**config.mk**
```make
export PLATFORM = sky130hd
export DESIGN_NAME = ffsr_pulse_gen
export DESIGN_NICKNAME = d
export VERILOG_FILES = /design/src/rtl/ffsr_pkg.sv /design/src/rtl/ffsr_thermo_check.sv /design/src/rtl/ffsr_pulse_gen.sv
export SDC_FILE = /design/constraint.sdc
export NUM_CORES = 1
export LEC_CHECK = 0
export ABC_AREA = 1
export CORE_MARGIN = 3
export CORE_UTILIZATION = 45
export DETAILED_ROUTE_END_ITERATION = 8
export PLACE_DENSITY = 0.71
export REMOVE_ABC_BUFFERS = 1
export SKIP_CTS_REPAIR_TIMING = 1
export SLEW_MARGIN = 15
export SYNTH_ARGS = -nofsm -noshare
export SYNTH_HDL_FRONTEND = slang
export SYNTH_SLANG_ARGS = --single-unit
```
**constraint.sdc**
```tcl
create_clock -name clk -period 7.28 [get_ports clk]
set_clock_uncertainty 0.15 [all_clocks]
set_input_delay 1.456 -clock clk [delete_from_list [all_inputs] [get_ports clk]]
set_output_delay 1.456 -clock clk [all_outputs]
set_load 0.1 [all_outputs]
```
**src/rtl/ffsr_pkg.sv**
```systemverilog
// Shared types and thermometer-code helpers for the FFSR pulse generator.
// Helpers take codes zero-extended to THERMO_MAX_W, so they cover any INPUT_SIZE up to 32.
package ffsr_pkg;

  typedef enum logic [1:0] {
    IDLE = 2'd0,
    STEP = 2'd1,
    DONE = 2'd2
  } ffsr_state_e;

  localparam int PACE_W       = 4;
  localparam int THERMO_MAX_W = 32;
  localparam int COUNT_W      = 6;

  // A legal code is a run of ones at the low end: v & (v+1) clears to zero.
  function automatic logic is_thermo(input logic [THERMO_MAX_W-1:0] code);
    return (code & (code + 32'd1)) == '0;
  endfunction

  function automatic logic [COUNT_W-1:0] thermo_count(input logic [THERMO_MAX_W-1:0] code);
    return COUNT_W'($countones(code));
  endfunction

endpackage

```
**src/rtl/ffsr_thermo_check.sv**
```systemverilog
// Combinational validity check and popcount of a thermometer code.
module ffsr_thermo_check
  import ffsr_pkg::*;
#(
  parameter int W  = 8,
  parameter int CW = $clog2(W + 1)
) (
  input  logic [0:W-1]  i_code,
  output logic          o_valid,
  output logic [CW-1:0] o_count
);

  // Index W-1 lands on bit 0, so the ones stay at the low end after extension.
  logic [THERMO_MAX_W-1:0] w_ext;

  assign w_ext   = THERMO_MAX_W'(i_code);
  assign o_valid = is_thermo(w_ext);
  assign o_count = CW'(thermo_count(w_ext));

endmodule

```
**src/rtl/ffsr_pulse_gen.sv**
```systemverilog
// Drives rst/inc/dec/init of a downstream thermometer FFSR toward absolute targets.
// Optional FFSR_PULSE_GEN_PACE_EN adds a gap input that spaces successive pulses.
module ffsr_pulse_gen
  import ffsr_pkg::*;
#(
  parameter int INPUT_SIZE = 8
) (
  input  logic                  clk,
  input  logic                  rst,
  input  logic                  load,
  input  logic [0:INPUT_SIZE-1] load_val,
  input  logic                  req_valid,
  output logic                  req_ready,
  input  logic [0:INPUT_SIZE-1] target,
`ifdef FFSR_PULSE_GEN_PACE_EN
  input  logic [PACE_W-1:0]     gap,
`endif
  output logic                  ffsr_rst,
  output logic                  ffsr_inc,
  output logic                  ffsr_dec,
  output logic [0:INPUT_SIZE-1] ffsr_init,
  output logic [0:INPUT_SIZE-1] cur,
  output logic                  done,
  output logic                  err
);

  localparam int CW = $clog2(INPUT_SIZE + 1);

  ffsr_state_e           r_state, w_state_nx;
  logic [0:INPUT_SIZE-1] r_cur, w_cur_nx;
  logic [0:INPUT_SIZE-1] r_init, w_init_nx;
  logic [CW-1:0]         r_tgt_cnt, w_tgt_cnt_nx;
  logic                  r_rst, r_inc, r_dec, r_done, r_err, r_ready;
  logic                  w_rst_nx, w_inc_nx, w_dec_nx, w_done_nx, w_err_nx;

  logic [0:INPUT_SIZE-1] w_chk_code;
  logic                  w_chk_valid, w_cur_valid;
  logic [CW-1:0]         w_chk_cnt, w_cur_cnt;
  logic                  w_load_ok, w_pace_busy;

  // load outranks req_valid, so the shared checker looks at load_val first.
  assign w_chk_code = load ? load_val : target;
  assign w_load_ok  = load & w_chk_valid;

  ffsr_thermo_check #(.W(INPUT_SIZE), .CW(CW)) u_chk_in (
    .i_code (w_chk_code),
    .o_valid(w_chk_valid),
    .o_count(w_chk_cnt)
  );

  ffsr_thermo_check #(.W(INPUT_SIZE), .CW(CW)) u_chk_cur (
    .i_code (r_cur),
    .o_valid(w_cur_valid),
    .o_count(w_cur_cnt)
  );

`ifdef FFSR_PULSE_GEN_PACE_EN
  logic [PACE_W-1:0] r_gap, w_gap_nx;
  logic [PACE_W-1:0] r_pace, w_pace_nx;
  assign w_pace_busy = (r_pace != '0);
`else
  assign w_pace_busy = 1'b0;
`endif

  always_ff @(posedge clk or negedge rst) begin
    if (!rst) r_state <= IDLE;
    else      r_state <= w_state_nx;
  end

  always_comb begin
    w_state_nx = r_state;
    unique case (r_state)
      IDLE: if (!load && req_valid && w_chk_valid) w_state_nx = STEP;
      STEP: begin
        if (w_load_ok || !w_cur_valid) w_state_nx = IDLE;
        else if (!w_pace_busy && (w_cur_cnt == r_tgt_cnt)) w_state_nx = DONE;
      end
      DONE:    w_state_nx = IDLE;
      default: w_state_nx = IDLE;
    endcase
  end

  always_comb begin
    w_rst_nx     = 1'b0;
    w_inc_nx     = 1'b0;
    w_dec_nx     = 1'b0;
    w_done_nx    = 1'b0;
    w_err_nx     = 1'b0;
    w_cur_nx     = r_cur;
    w_init_nx    = r_init;
    w_tgt_cnt_nx = r_tgt_cnt;
`ifdef FFSR_PULSE_GEN_PACE_EN
    w_pace_nx    = r_pace;
    w_gap_nx     = r_gap;
`endif
    // A load is honoured in every state; in STEP it drops any pending pulses.
    if (w_load_ok) begin
      w_rst_nx  = 1'b1;
      w_init_nx = load_val;
      w_cur_nx  = load_val;
`ifdef FFSR_PULSE_GEN_PACE_EN
      w_pace_nx = '0;
`endif
    end else if (load) begin
      w_err_nx = 1'b1;
    end
    unique case (r_state)
      IDLE: begin
        if (!load && req_valid) begin
          if (w_chk_valid) begin
            w_tgt_cnt_nx = w_chk_cnt;
`ifdef FFSR_PULSE_GEN_PACE_EN
            w_gap_nx  = gap;
            w_pace_nx = '0;
`endif
          end else begin
            w_err_nx = 1'b1;
          end
        end
      end
      STEP: begin
        if (!w_load_ok) begin
          // A corrupted mirror is reported rather than walked.
          if (!w_cur_valid) begin
            w_err_nx = 1'b1;
          end else if (w_pace_busy) begin
`ifdef FFSR_PULSE_GEN_PACE_EN
            w_pace_nx = r_pace - 1'b1;
`endif
          end else if (w_cur_cnt < r_tgt_cnt) begin
            w_inc_nx = 1'b1;
            w_cur_nx = {r_cur[1:INPUT_SIZE-1], 1'b1};
`ifdef FFSR_PULSE_GEN_PACE_EN
            w_pace_nx = ((w_cur_cnt + CW'(1)) == r_tgt_cnt) ? '0 : r_gap;
`endif
          end else if (w_cur_cnt > r_tgt_cnt) begin
            w_dec_nx = 1'b1;
            w_cur_nx = {1'b0, r_cur[0:INPUT_SIZE-2]};
`ifdef FFSR_PULSE_GEN_PACE_EN
            w_pace_nx = (w_cur_cnt == (r_tgt_cnt + CW'(1))) ? '0 : r_gap;
`endif
          end else begin
            w_done_nx = 1'b1;
          end
        end
      end
      default: ;
    endcase
  end

  always_ff @(posedge clk or negedge rst) begin
    if (!rst) begin
      r_cur     <= '0;
      r_init    <= '0;
      r_tgt_cnt <= '0;
      r_rst     <= 1'b0;
      r_inc     <= 1'b0;
      r_dec     <= 1'b0;
      r_done    <= 1'b0;
      r_err     <= 1'b0;
      r_ready   <= 1'b1;
`ifdef FFSR_PULSE_GEN_PACE_EN
      r_gap     <= '0;
      r_pace    <= '0;
`endif
    end else begin
      r_cur     <= w_cur_nx;
      r_init    <= w_init_nx;
      r_tgt_cnt <= w_tgt_cnt_nx;
      r_rst     <= w_rst_nx;
      r_inc     <= w_inc_nx;
      r_dec     <= w_dec_nx;
      r_done    <= w_done_nx;
      r_err     <= w_err_nx;
      r_ready   <= (w_state_nx == IDLE);
`ifdef FFSR_PULSE_GEN_PACE_EN
      r_gap     <= w_gap_nx;
      r_pace    <= w_pace_nx;
`endif
    end
  end

  assign req_ready = r_ready;
  assign ffsr_rst  = r_rst;
  assign ffsr_inc  = r_inc;
  assign ffsr_dec  = r_dec;
  assign ffsr_init = r_init;
  assign cur       = r_cur;
  assign done      = r_done;
  assign err       = r_err;

endmodule

```
; ---- Word level (Yosys, flattened, before mapping)
; Cells that the tools add are included.
[classes]
add_sub_neg = 16
n_eq_ne = 2
n_reduce_logical = 10
n_mux = 33
magnitude_cmp = 2
bitwise_logic = 3
[op_table]
columns = operator, n
row1 = 8-bit by 32-bit AND with 32-bit output, 2
row2 = 32-bit zero test, 2
row3 = 8-bit two-way mux, 7
row4 = 4-bit adder, 6
row5 = 1-bit two-way mux, 21
row6 = 8-bit by 1-bit adder with 9-bit output (second input constant), 2
row7 = 1-bit by 1-bit adder with 2-bit output, 8
row8 = 2-bit two-way mux, 3
row9 = 4-bit == test, 1
row10 = 4-bit greater-than comparator, 1
row11 = 2-bit zero test, 2
row12 = 4-bit less-than comparator, 1
row13 = 2-bit case mux with 2 select lines, 1
row14 = 3-bit AND reduction, 1
row15 = 2-bit by 1-bit == test with 1-bit output (second input constant), 1
row16 = 1-bit logical AND, 2
row17 = 1-bit zero test, 2
row18 = 1-bit case mux with 2 select lines, 1
row19 = 1-bit AND, 1
row20 = 1-bit logical OR, 1
[totals]
in_bits = 20
regBits = 28
output_inout_bits = 22
word_cells = 76

; ---- Logic depth before layout (Yosys ltp)
; Gate-level depths: netlist of the first run.
[depth]
word_depth = 11
ltp_mapped = 20
mapped_depth_nobuf = 19

; ---- Modules after synthesis
; From an unflattened synthesis of the first run, not the netlist that was laid out.
[unflattened]
hier_cells = 273
area_unflattened_um2 = 2053.2
[modules_own_cells]
columns = mod, n_inst, seq_area_each_um2, cells_per_inst, area_each_um2
row1 = ffsr_pulse_gen, 1, 701.9, 189, 1495.2
row2 = ffsr_thermo_check, 2, 0.0, 42, 279.0

; ---- Worst setup path before layout of the first run
; OpenSTA, ideal clock, no wires.
[synth_path]
kind = register to register
from = register r_cur, in the netlist cur[7]
to = register r_cur, in the netlist cur[1]
stages_incl_launch_ff = 21
required_ns = 7.065
n_path_buf = 1
period_less_slack_ns = 4.425
path_slack_ns = 2.855
setup_time_ns = 0.065
arrival_ns = 4.209
path_cell_list = dfrtp_1 -> inv_1 -> ha_1 -> fa_1 -> fa_1 -> inv_1 -> ha_1 -> fa_1 -> ha_1 -> nand2_1 -> inv_1 -> o21ai_0 -> nand2_1 -> inv_1 -> buf_2 -> nand2_1 -> nand2_1 -> nand2_1 -> nand2_1 -> nand2_1 -> nand2_1
[synth_via]
elab_chain_len = 9
word_cells_on_any_way = 13
cone_classes = add/sub: 4 / order compare: 2 / mux: 5 / bitwise: 1 / reduce/logical: 1
[synth_lines]
columns = item, line_no
row1 = "start, declared", ffsr_pulse_gen.sv:30  ; logic [0:INPUT_SIZE-1] r_cur, w_cur_nx;
row2 = "start signal, assigned", ffsr_pulse_gen.sv:167  ; r_cur <= w_cur_nx;
row3 = 1-bit by 1-bit adder with 2-bit output (implied by the code), ffsr_pkg.sv:21  ; return COUNT_W'($countones(code));
row4 = 4-bit adder (implied by the code) (2 in a row), ffsr_pkg.sv:21
row5 = 4-bit greater-than comparator, ffsr_pulse_gen.sv:136  ; end else if (w_cur_cnt > r_tgt_cnt) begin
row6 = 8-bit two-way mux, ffsr_pulse_gen.sv:136
row7 = 8-bit two-way mux, ffsr_pulse_gen.sv:130  ; end else if (w_cur_cnt < r_tgt_cnt) begin
row8 = 8-bit two-way mux (*), ffsr_pulse_gen.sv:124  ; if (!w_cur_valid) begin
row9 = 8-bit two-way mux (*), ffsr_pulse_gen.sv:122  ; if (!w_load_ok) begin
row10 = 8-bit two-way mux (*), ffsr_pulse_gen.sv:107  ; unique case (r_state)
row11 = "via w_cur_nx, one bit", ffsr_pulse_gen.sv:30
; Mark *: on every way through the listed nets, which the timed path passes. The rest lies on a longest branch.
; A chain may end at the register's enable or synchronous reset.

; ---- Worst setup path after layout of the first run
[layout_path]
from = input load
to = register r_tgt_cnt[2]
[layout_via]
word_cells_on_any_way = 14
cone_classes = add/sub: 8 / mux: 1 / bitwise: 1 / reduce/logical: 4
[layout_lines]
columns = item, line_no
row1 = "start, declared", ffsr_pulse_gen.sv:10  ; input logic load,
row2 = 8-bit two-way mux (*), ffsr_pulse_gen.sv:42  ; assign w_chk_code = load ? load_val : target;
row3 = 1-bit by 1-bit adder with 2-bit output (implied by the code), ffsr_pkg.sv:21
row4 = 4-bit adder (implied by the code), ffsr_pkg.sv:21
row5 = 4-bit adder (implied by the code) (*), ffsr_pkg.sv:21
row6 = via u_chk_in.o_count[2], ffsr_thermo_check.sv:10  ; output logic [CW-1:0] o_count
row7 = "end signal, assigned", ffsr_pulse_gen.sv:169  ; r_tgt_cnt <= w_tgt_cnt_nx;
row8 = "end, declared", ffsr_pulse_gen.sv:32  ; logic [CW-1:0] r_tgt_cnt, w_tgt_cnt_nx;
; Marked as above.

==> results of run 1 <==
per-layer routing:
| layer | vias up | global-route usage [%] | routed length (um) | part of all wire, % |
|---|---|---|---|---|
| li1 | 920 | - | - | - |
| met4 | 0 | 6.036 | 96 | 2.2 |
| met5 | - | 0 | 0 | 0 |
| met3 | 10 | 2.599 | 229 | 5.2 |
| met1 | 807 | 24.81 | 2113 | 48 |
| met2 | 54 | 29.04 | 1971 | 45 |
state kept, by name, indices dropped and copies added, names as in the netlist:
name       cells
cur            8
done           1
err            1
ffsr_dec       1
ffsr_inc       1
ffsr_init      8
ffsr_rst       1
r_state        2
r_tgt_cnt      4
req_ready      1
stage by stage:
stage                     instances  hold WS [ps]  instance area [um^2]  util [%]  setup slack (ps)
after floorplan                 270         303.0                  2041         -              2877
after global placement          364         314.5                  2524     57.17              2270
after detailed placement        364         314.9                  2524     57.17              2191
after CTS                       368         341.0                  2595     58.79              2468
after global routing            368         372.4                  2595     58.79              2268
final                           368         338.1                  2595     58.79              2489
worst register-to-register path: cells and delay by family (launching register included):
| family | cells | cell delay, ps |
|---|---|---|
| fa+ha+maj | 6 | 2300 |
| simple gates | 8 | 680 |
| compound gates | 1 | 60 |
| flops | 1 | 480 |
| buf+inv | 4 | 460 |
cells in the mapped netlist, drive strengths merged:
master and number:
fa 8, nor4 1, clkinv 1, nand2 130, nor3 2, o21ai 7
nor2 14, dfstp 1, nand3b 1, dfrtp 27, inv 38, nand3 17
a21oi 1, buf 4, nand4 2, ha 20
area by class of cell:
type                    instances  area [um^2]
clock buffers                   3        41.29
clock inverters                 1        30.03
fillers                       415         1819
inverters                      39        146.4
multi-input cells             203         1192
flip-flops and latches         28        701.9
well taps                      52        65.06
repair buffers                 42        417.9
kinds of logic after synthesis:
family	Yosys count	synth area share (%)
adder cells (fa/ha/maj)	28	19.79
buffers and inverters	43	8.630
AO/OA/AOI/OAI	8	2.112
AND/OR/NAND/NOR	167	35.61
flip-flops	28	33.86
worst max-delay path by stage:
stage | from | endpoint | slack, ps
after floorplan | cur[7] | cur[5] | 2880
after global placement | load | r_tgt_cnt[2] | 2270
after detailed placement | load | r_tgt_cnt[2] | 2190
after CTS | load | r_tgt_cnt[2] | 2470
after global routing | load | r_tgt_cnt[2] | 2270
final | load | r_tgt_cnt[2] | 2490
==> run_results.csv, run 1 <==
group,metric,value,unit
critical_path,worst_path_most_repeated_cell,"fa_1",
placed_design,place.gp.congestion,0.8820,
yosys,synth_cell_types,24,
clock_tree,numCtsBuffers,3,
critical_path,r2r-end,"cur[1]",
finish,layout.nets,365,
critical_path,path_buf_inv,3,
routing,via_per_inst,4.867,
critical_path,critPathTopFamily,"adder cells",
yosys,synth.area.top_cells,"dfrtp_1 (33%), nand2_1 (21%), ha_1 (12%)",
critical_path,arrival,4830,ps
yosys,netlist_area,2073,um^2
global_route,antenna_found_initial,0,
critical_path,crit_slowest_cell,"clkdlybuf4s50_1",
finish,drive_gt1_share,9.494,%
run,maxCapViolations,0,
routing,drt-initial-drc-count,76,
floorplanning,die_h,73.88,um
clock_tree,clkLatencyLatePin,270,ps
global_route,grt_pass1_wl,7755,um
clock_tree,cts_tree,"done",
critical_path,crit_path_end_kind,"register",
timing,final-hold-violation-count,0,
finish,n_antenna_cell,0,
placed_design,portBuffers,41,
critical_path,cp.required,7310,ps
timing,fin_setup_tns,0,ps
floorplanning,dieArea,5458,um^2
finish,final_common_cell,"nand2_1",
timing,clock.fmax,208.7,MHz
timing,relSlewSlack,34.38,%
clock_tree,clock_path_buffers,2,
clock_tree,cts_max_level,1,
critical_path,crit_type,"in -> reg",
routing,wirelength,4410,um
critical_path,path_cells,"clkdlybuf4s50_1, inv_2, nand2_1, nand2_2, ha_1, fa_1, fa_1, ha_1, fa_1, inv_1, o21ai_0",
critical_path,r2r_setup_slack,3100,ps
timing,rsz0062_at_grt,"false",
clock_tree,cts-root-buf,"clkbuf_8",
yosys,yosysTopAreaCell,"dfrtp_1",
yosys,synth_warnings,0,
min_path,hold_depth,2,
clock_tree,clk_pin_slew,100,ps
routing,routedWlPerCell,11.98,um
yosys,ys_ff_latch,28,
timing,post-route-period-util,65.81,%
finish,layout_common_cells,"nand2_1 (118), clkdlybuf4s50_1 (41), inv_1 (35), dfrtp_1 (27), ha_1 (20)",
floorplanning,core_area,4414,um^2
clock_tree,clock_sinks,28,
global_route,grt_max_degree,29,
critical_path,rr_worst_depth,19,
timing,maxSlewViolCount,0,
global_route,track_usage,18.04,%
critical_path,r2r-start,"cur[6]",
global_route,grt_pass1_vias,1795,
min_path,whs_endpoint,"ffsr_init[2]",
yosys,ys_seq_area_share,33.86,%
floorplanning,num_rows,24,
floorplanning,io_pins,42,
timing,worst_slew_pin_slew,981.2,ps
critical_path,path_max_fanout,14,
floorplanning,die_x,73.88,um
routing,drc_errors,0,
routing,dr.pass1.iters,4,
critical_path,worst-path-stages,11,
timing,period_needed,4791,ps
timing,setup_viol,0,
status,status,"completed",
yosys,netlist_instances,274,
critical_path,worst_path_largest_cell_delay,840,ps
global_route,overflow,0,
placed_design,hpwlAfterDp,3638,um
routing,vias,1791,
floorplanning,start_util,46.97,%
yosys,synth_top_area_share,32.59,%
min_path,worstHoldPathType,"reg -> reg",
finish,area_growth,25.17,%
critical_path,start_kind,"input port",
yosys,syn_avg_cell_area,7.567,um^2
routing,final_antenna_net_count,0,
min_path,hp-start,"ffsr_init[2]",
Power of run 1 is left out: the tool's default activity adds up to more than one toggle a clock period on the data nets, which glitch-free logic cannot reach.
==> run 2: changes to the inputs <==
--- a/config.mk
+++ b/config.mk
@@ -9,7 +9,7 @@
 export CORE_MARGIN = 3
 export CORE_UTILIZATION = 45
 export DETAILED_ROUTE_END_ITERATION = 8
-export PLACE_DENSITY = 0.71
+export PLACE_DENSITY = 0.74
 export REMOVE_ABC_BUFFERS = 1
 export SKIP_CTS_REPAIR_TIMING = 1
 export SLEW_MARGIN = 15
==> constraint.sdc (replaced) <==
create_clock -name clk -period 4.4 [get_ports clk]
set_clock_uncertainty 0.15 [all_clocks]
set_input_delay 0.88 -clock clk [delete_from_list [all_inputs] [get_ports clk]]
set_output_delay 0.88 -clock clk [all_outputs]
set_load 0.1 [all_outputs]
==> run_results.csv, run 2 (synthesis gave the netlist of run 1 again) <==
group,metric,value,unit
timing,period_needed,4054,ps
timing,relSlewSlack,34.56,%
critical_path,crit_start,"cur[6]",
routing,drt-initial-drc-count,138,
run,maxCapViolations,0,
routing,dr.pass1.iters,4,
timing,post-route-period-util,92.13,%
timing,maxSlewViolCount,0,
critical_path,path_cells,"ha_1, fa_1, inv_1, fa_1, inv_1, ha_1, fa_1, ha_1, nand2_1, inv_1, nand3_1, inv_1, nor3_1, nand2_1, nand3_1, nand2_1",
global_route,grt_pass1_wl,7576,um
routing,drc_errors,0,
clock_tree,cts_max_level,1,
placed_design,place.gp.congestion,0.8726,
floorplanning,start_util,46.97,%
timing,worst_slew_pin_slew,978.6,ps
finish,layout_common_cells,"nand2_1 (118), clkdlybuf4s50_1 (41), inv_1 (34), dfrtp_1 (27), ha_1 (20)",
global_route,track_usage,17.60,%
floorplanning,num_rows,24,
critical_path,r2r-start,"cur[6]",
critical_path,worst_path_largest_cell_delay,550,ps
critical_path,rr_worst_depth,16,
critical_path,cp.required,4410,ps
routing,wirelength,4362,um
floorplanning,die_h,73.88,um
critical_path,path_max_fanout,8,
status,status,"completed",
floorplanning,dieArea,5458,um^2
critical_path,critPathCapture,"cur[7]",
global_route,antenna_found_initial,0,
critical_path,start_kind,"register",
critical_path,crit_type,"reg -> reg",
floorplanning,io_pins,42,
timing,fin_setup_tns,0,ps
timing,setup_viol,0,
clock_tree,clkLatencyLatePin,270,ps
clock_tree,clk_pin_slew,100,ps
critical_path,r2r-end,"cur[7]",
finish,area_growth,26.25,%
floorplanning,die_x,73.88,um
routing,routedWlPerCell,11.76,um
global_route,grt_pass1_vias,1715,
clock_tree,clock_sinks,28,
global_route,grt_max_degree,29,
critical_path,r2r_setup_slack,350,ps
timing,rsz0062_at_grt,"false",
placed_design,portBuffers,41,
min_path,worstHoldPathType,"reg -> reg",
routing,final_antenna_net_count,0,
timing,clock.fmax,246.7,MHz
finish,drive_gt1_share,10.66,%
finish,layout.nets,368,
critical_path,crit_path_end_kind,"register",
floorplanning,core_area,4414,um^2
routing,vias,1792,
finish,n_antenna_cell,0,
routing,via_per_inst,4.830,
clock_tree,numCtsBuffers,3,
global_route,overflow,0,
placed_design,hpwlAfterDp,3611,um
critical_path,worst_path_most_repeated_cell,"inv_1",
clock_tree,clock_path_buffers,2,
clock_tree,cts-root-buf,"clkbuf_8",
finish,final_common_cell,"nand2_1",
timing,final-hold-violation-count,0,
critical_path,crit_slowest_cell,"fa_1",
clock_tree,cts_tree,"done",
critical_path,arrival,4060,ps
-- run 2: cell types whose count changed in the layout (fill, tap and decap cells not counted) --
| cell | change |
|---|---|
| buf_4 | +3 |
| inv_1 | -1 |
| inv_2 | +1 |
-- run 2: layout make-up --
type,count,area [um^2]
repair buffers,45,440.4
fillers,413,1797
flip-flops and latches,28,701.9
clock inverters,1,30.03
clock buffers,3,41.29
inverters,39,146.4
well taps,52,65.06
multi-input cells,203,1192
-- run 2: worst max-delay path, delay by kind of cell (launching register included) --
kind	cells	cell delay [ps]
adders and majority gates	6	2280
and+or+nand+nor	6	810
DFF	1	460
buffers and inverters	4	250
-- run 2: layer usage --
metal	vias up	share of wire [%]	track usage, %
li1	925	-	-
met1	807	48	25.04
met2	56	46	29.04
met3	4	5.1	2.189
met4	0	0.53	3.018
met5	-	0	0
-- run 2: worst min-delay path by stage --
| stage | from | to | slack (ps) | cells past startpoint |
|---|---|---|---|---|
| after floorplan | r_tgt_cnt[1] | r_tgt_cnt[1] | 300 | 2 |
| after global placement | ffsr_init[6] | ffsr_init[6] | 320 | 2 |
| after detailed placement | ffsr_init[5] | ffsr_init[5] | 320 | 2 |
| after CTS | ffsr_init[5] | ffsr_init[5] | 340 | 2 |
| after global routing | r_tgt_cnt[1] | r_tgt_cnt[1] | 370 | 2 |
| final | ffsr_init[3] | ffsr_init[3] | 340 | 2 |
-- run 2: through the flow --
step                util [%]  instance area (um^2)  instances  setup slack (ps)  hold WS [ps]
finish                 59.30                  2618        371             346.3         342.4
global route           59.30                  2618        371             64.56         368.0
CTS                    59.30                  2618        371             291.6         344.0
detailed placement     57.68                  2546        367             258.4         322.1
global placement       57.68                  2546        367             339.7         315.1
floorplan                  -                  2041        270            -2.754         303.0
Power of run 2 is left out for the same reason.
==> run 3: changes to the inputs <==
--- a/config.mk
+++ b/config.mk
@@ -7,9 +7,9 @@
 export LEC_CHECK = 0
 export ABC_AREA = 1
 export CORE_MARGIN = 3
-export CORE_UTILIZATION = 45
+export CORE_UTILIZATION = 47
 export DETAILED_ROUTE_END_ITERATION = 8
-export PLACE_DENSITY = 0.74
+export PLACE_DENSITY = 0.77
 export REMOVE_ABC_BUFFERS = 1
 export SKIP_CTS_REPAIR_TIMING = 1
 export SLEW_MARGIN = 15
==> run_results.csv, run 3 (synthesis gave the netlist of run 1 again) <==
group,metric,value,unit
routing,via_per_inst,4.930,
global_route,gr-usage-met1,27.26,%
finish,fillerInstances,354,
routing,routedWlPerCell,11.94,um
timing,setup_viol,0,
global_route,antenna_found_initial,0,
floorplanning,io_pins,42,
critical_path,crit_type,"reg -> reg",
timing,worst_slew_pin_slew,977.1,ps
critical_path,path_cells,"ha_1, fa_1, inv_1, fa_1, inv_1, ha_1, fa_1, ha_1, nand2_1, inv_1, nand3_1, inv_1, nor3_1, nand2_1, nand3_1, nand2_1",
finish,area_growth,27.52,%
critical_path,worst_path_largest_cell_delay,570,ps
global_route,grt_max_degree,29,
finish,layout_common_cells,"nand2_1 (117), clkdlybuf4s50_1 (41), inv_1 (34), dfrtp_1 (27), ha_1 (20)",
floorplanning,dieArea,5244,um^2
routing,drc_errors,0,
floorplanning,num_rows,23,
routing,drt-initial-drc-count,183,
placed_design,portBuffers,41,
routing,dr.pass1.iters,4,
placed_design,place.gp.congestion,0.8700,
clock_tree,cts-root-buf,"clkbuf_8",
finish,final_core_util,64.24,%
routing,wirelength,4441,um
critical_path,worst_path_most_repeated_cell,"inv_1",
timing,rsz0062_at_grt,"false",
routing,vias,1834,
clock_tree,clock_path_buffers,2,
run,maxCapViolations,0,
clock_tree,cts_tree,"done",
clock_tree,cts_max_level,1,
clock_tree,clkLatencyLatePin,270,ps
routing,final_antenna_net_count,0,
timing,post-route-period-util,93.05,%
finish,seq_area,701.9,um^2
finish,drive_gt1_share,11.80,%
clock_tree,clock_sinks,28,
floorplanning,die_x,72.42,um
critical_path,crit_slowest_cell,"fa_1",
placed_design,hpwlAfterDp,3629,um
floorplanning,core_area,4115,um^2
critical_path,cp.required,4410,ps
finish,multi_input_area,1195,um^2
status,status,"completed",
critical_path,arrival,4100,ps
global_route,grt_pass1_vias,1774,
timing,period_needed,4094,ps
clock_tree,clk_pin_slew,100,ps
timing,clock.fmax,244.2,MHz
timing,relSlewSlack,34.66,%
critical_path,start_kind,"register",
global_route,overflow,0,
finish,n_antenna_cell,0,
global_route,grt_pass1_wl,7948,um
finish,layout.nets,371,
timing,maxSlewViolCount,0,
global_route,use_met2,30.64,%
finish,final_common_cell,"nand2_1",
critical_path,path_max_fanout,8,
global_route,grt.busiest_layer,"met2",
min_path,worstHoldPathType,"reg -> reg",
clock_tree,numCtsBuffers,3,
critical_path,crit_path_end_kind,"register",
floorplanning,die_h,72.42,um
timing,final-hold-violation-count,0,
global_route,met3_usage,1.939,%
global_route,track_usage,18.79,%
critical_path,path_buf_inv,4,
floorplanning,start_util,50.38,%
critical_path,critPathTopFamily,"adder cells",
timing,fin_worst_hold_slack,339.8,ps
-- run 3: cell types whose count changed in the layout (fill, tap and decap cells not counted) --
cell and change:
buf_4 +2, clkinvlp_4 +2, inv_2 -1, nand2_1 -1, nand2_2 +1
-- run 3: final timing paths --
kind	start	endpoint	slack [ps]	depth (start not counted)
max in group asynchronous	rst	req_ready	2970	2
setup reg to reg	cur[6]	cur[7]	310	16
hold reg to reg	ffsr_init[1]	ffsr_init[1]	340	2
hold / removal	ffsr_init[1]	ffsr_init[1]	340	2
min in group asynchronous	rst	cur[2]	820	2
setup / recovery	cur[6]	cur[7]	310	16
-- run 3: final cells by class --
cell class | instances | share of cell area (%)
Multi-Input combinational cell | 203 | 45.20
Clock buffer | 3 | 1.562
Timing Repair inverter | 1 | 0.2840
Timing Repair Buffer | 47 | 17.23
Inverter | 39 | 5.679
Clock inverter | 1 | 1.136
Tap cell | 50 | 2.366
Sequential cell | 28 | 26.55
-- run 3: worst register-to-register path: cells and delay by family, from the launching register on --
family / cells / cell delay, ps
flip-flops: 1 / 470
buffers and inverters: 4 / 250
AND/OR/NAND/NOR: 6 / 820
adder cells (fa/ha/maj): 6 / 2290
-- run 3: per-stage QoR --
stage          instances  setup TNS (ps)  cell area, um^2  worst slack (ps)
2_1_floorplan        270          -14.91             2041            -2.754
3_3_place_gp         365               0             2544             255.8
3_5_place_dp         365               0             2544             201.8
4_1_cts              369               0             2615             208.8
5_1_grt              372               0             2644             5.259
6_report             372               0             2644             305.7
-- run 3: routing by layer --
| layer | vias up | part of all wire, % | wire length [um] |
|---|---|---|---|
| met4 | 0 | 0.32 | 14 |
| met5 | - | 0 | 0 |
| li1 | 932 | - | - |
| met2 | 58 | 48 | 2151 |
| met1 | 842 | 47 | 2075 |
| met3 | 2 | 4.5 | 200 |
Power of run 3 is left out for the same reason.
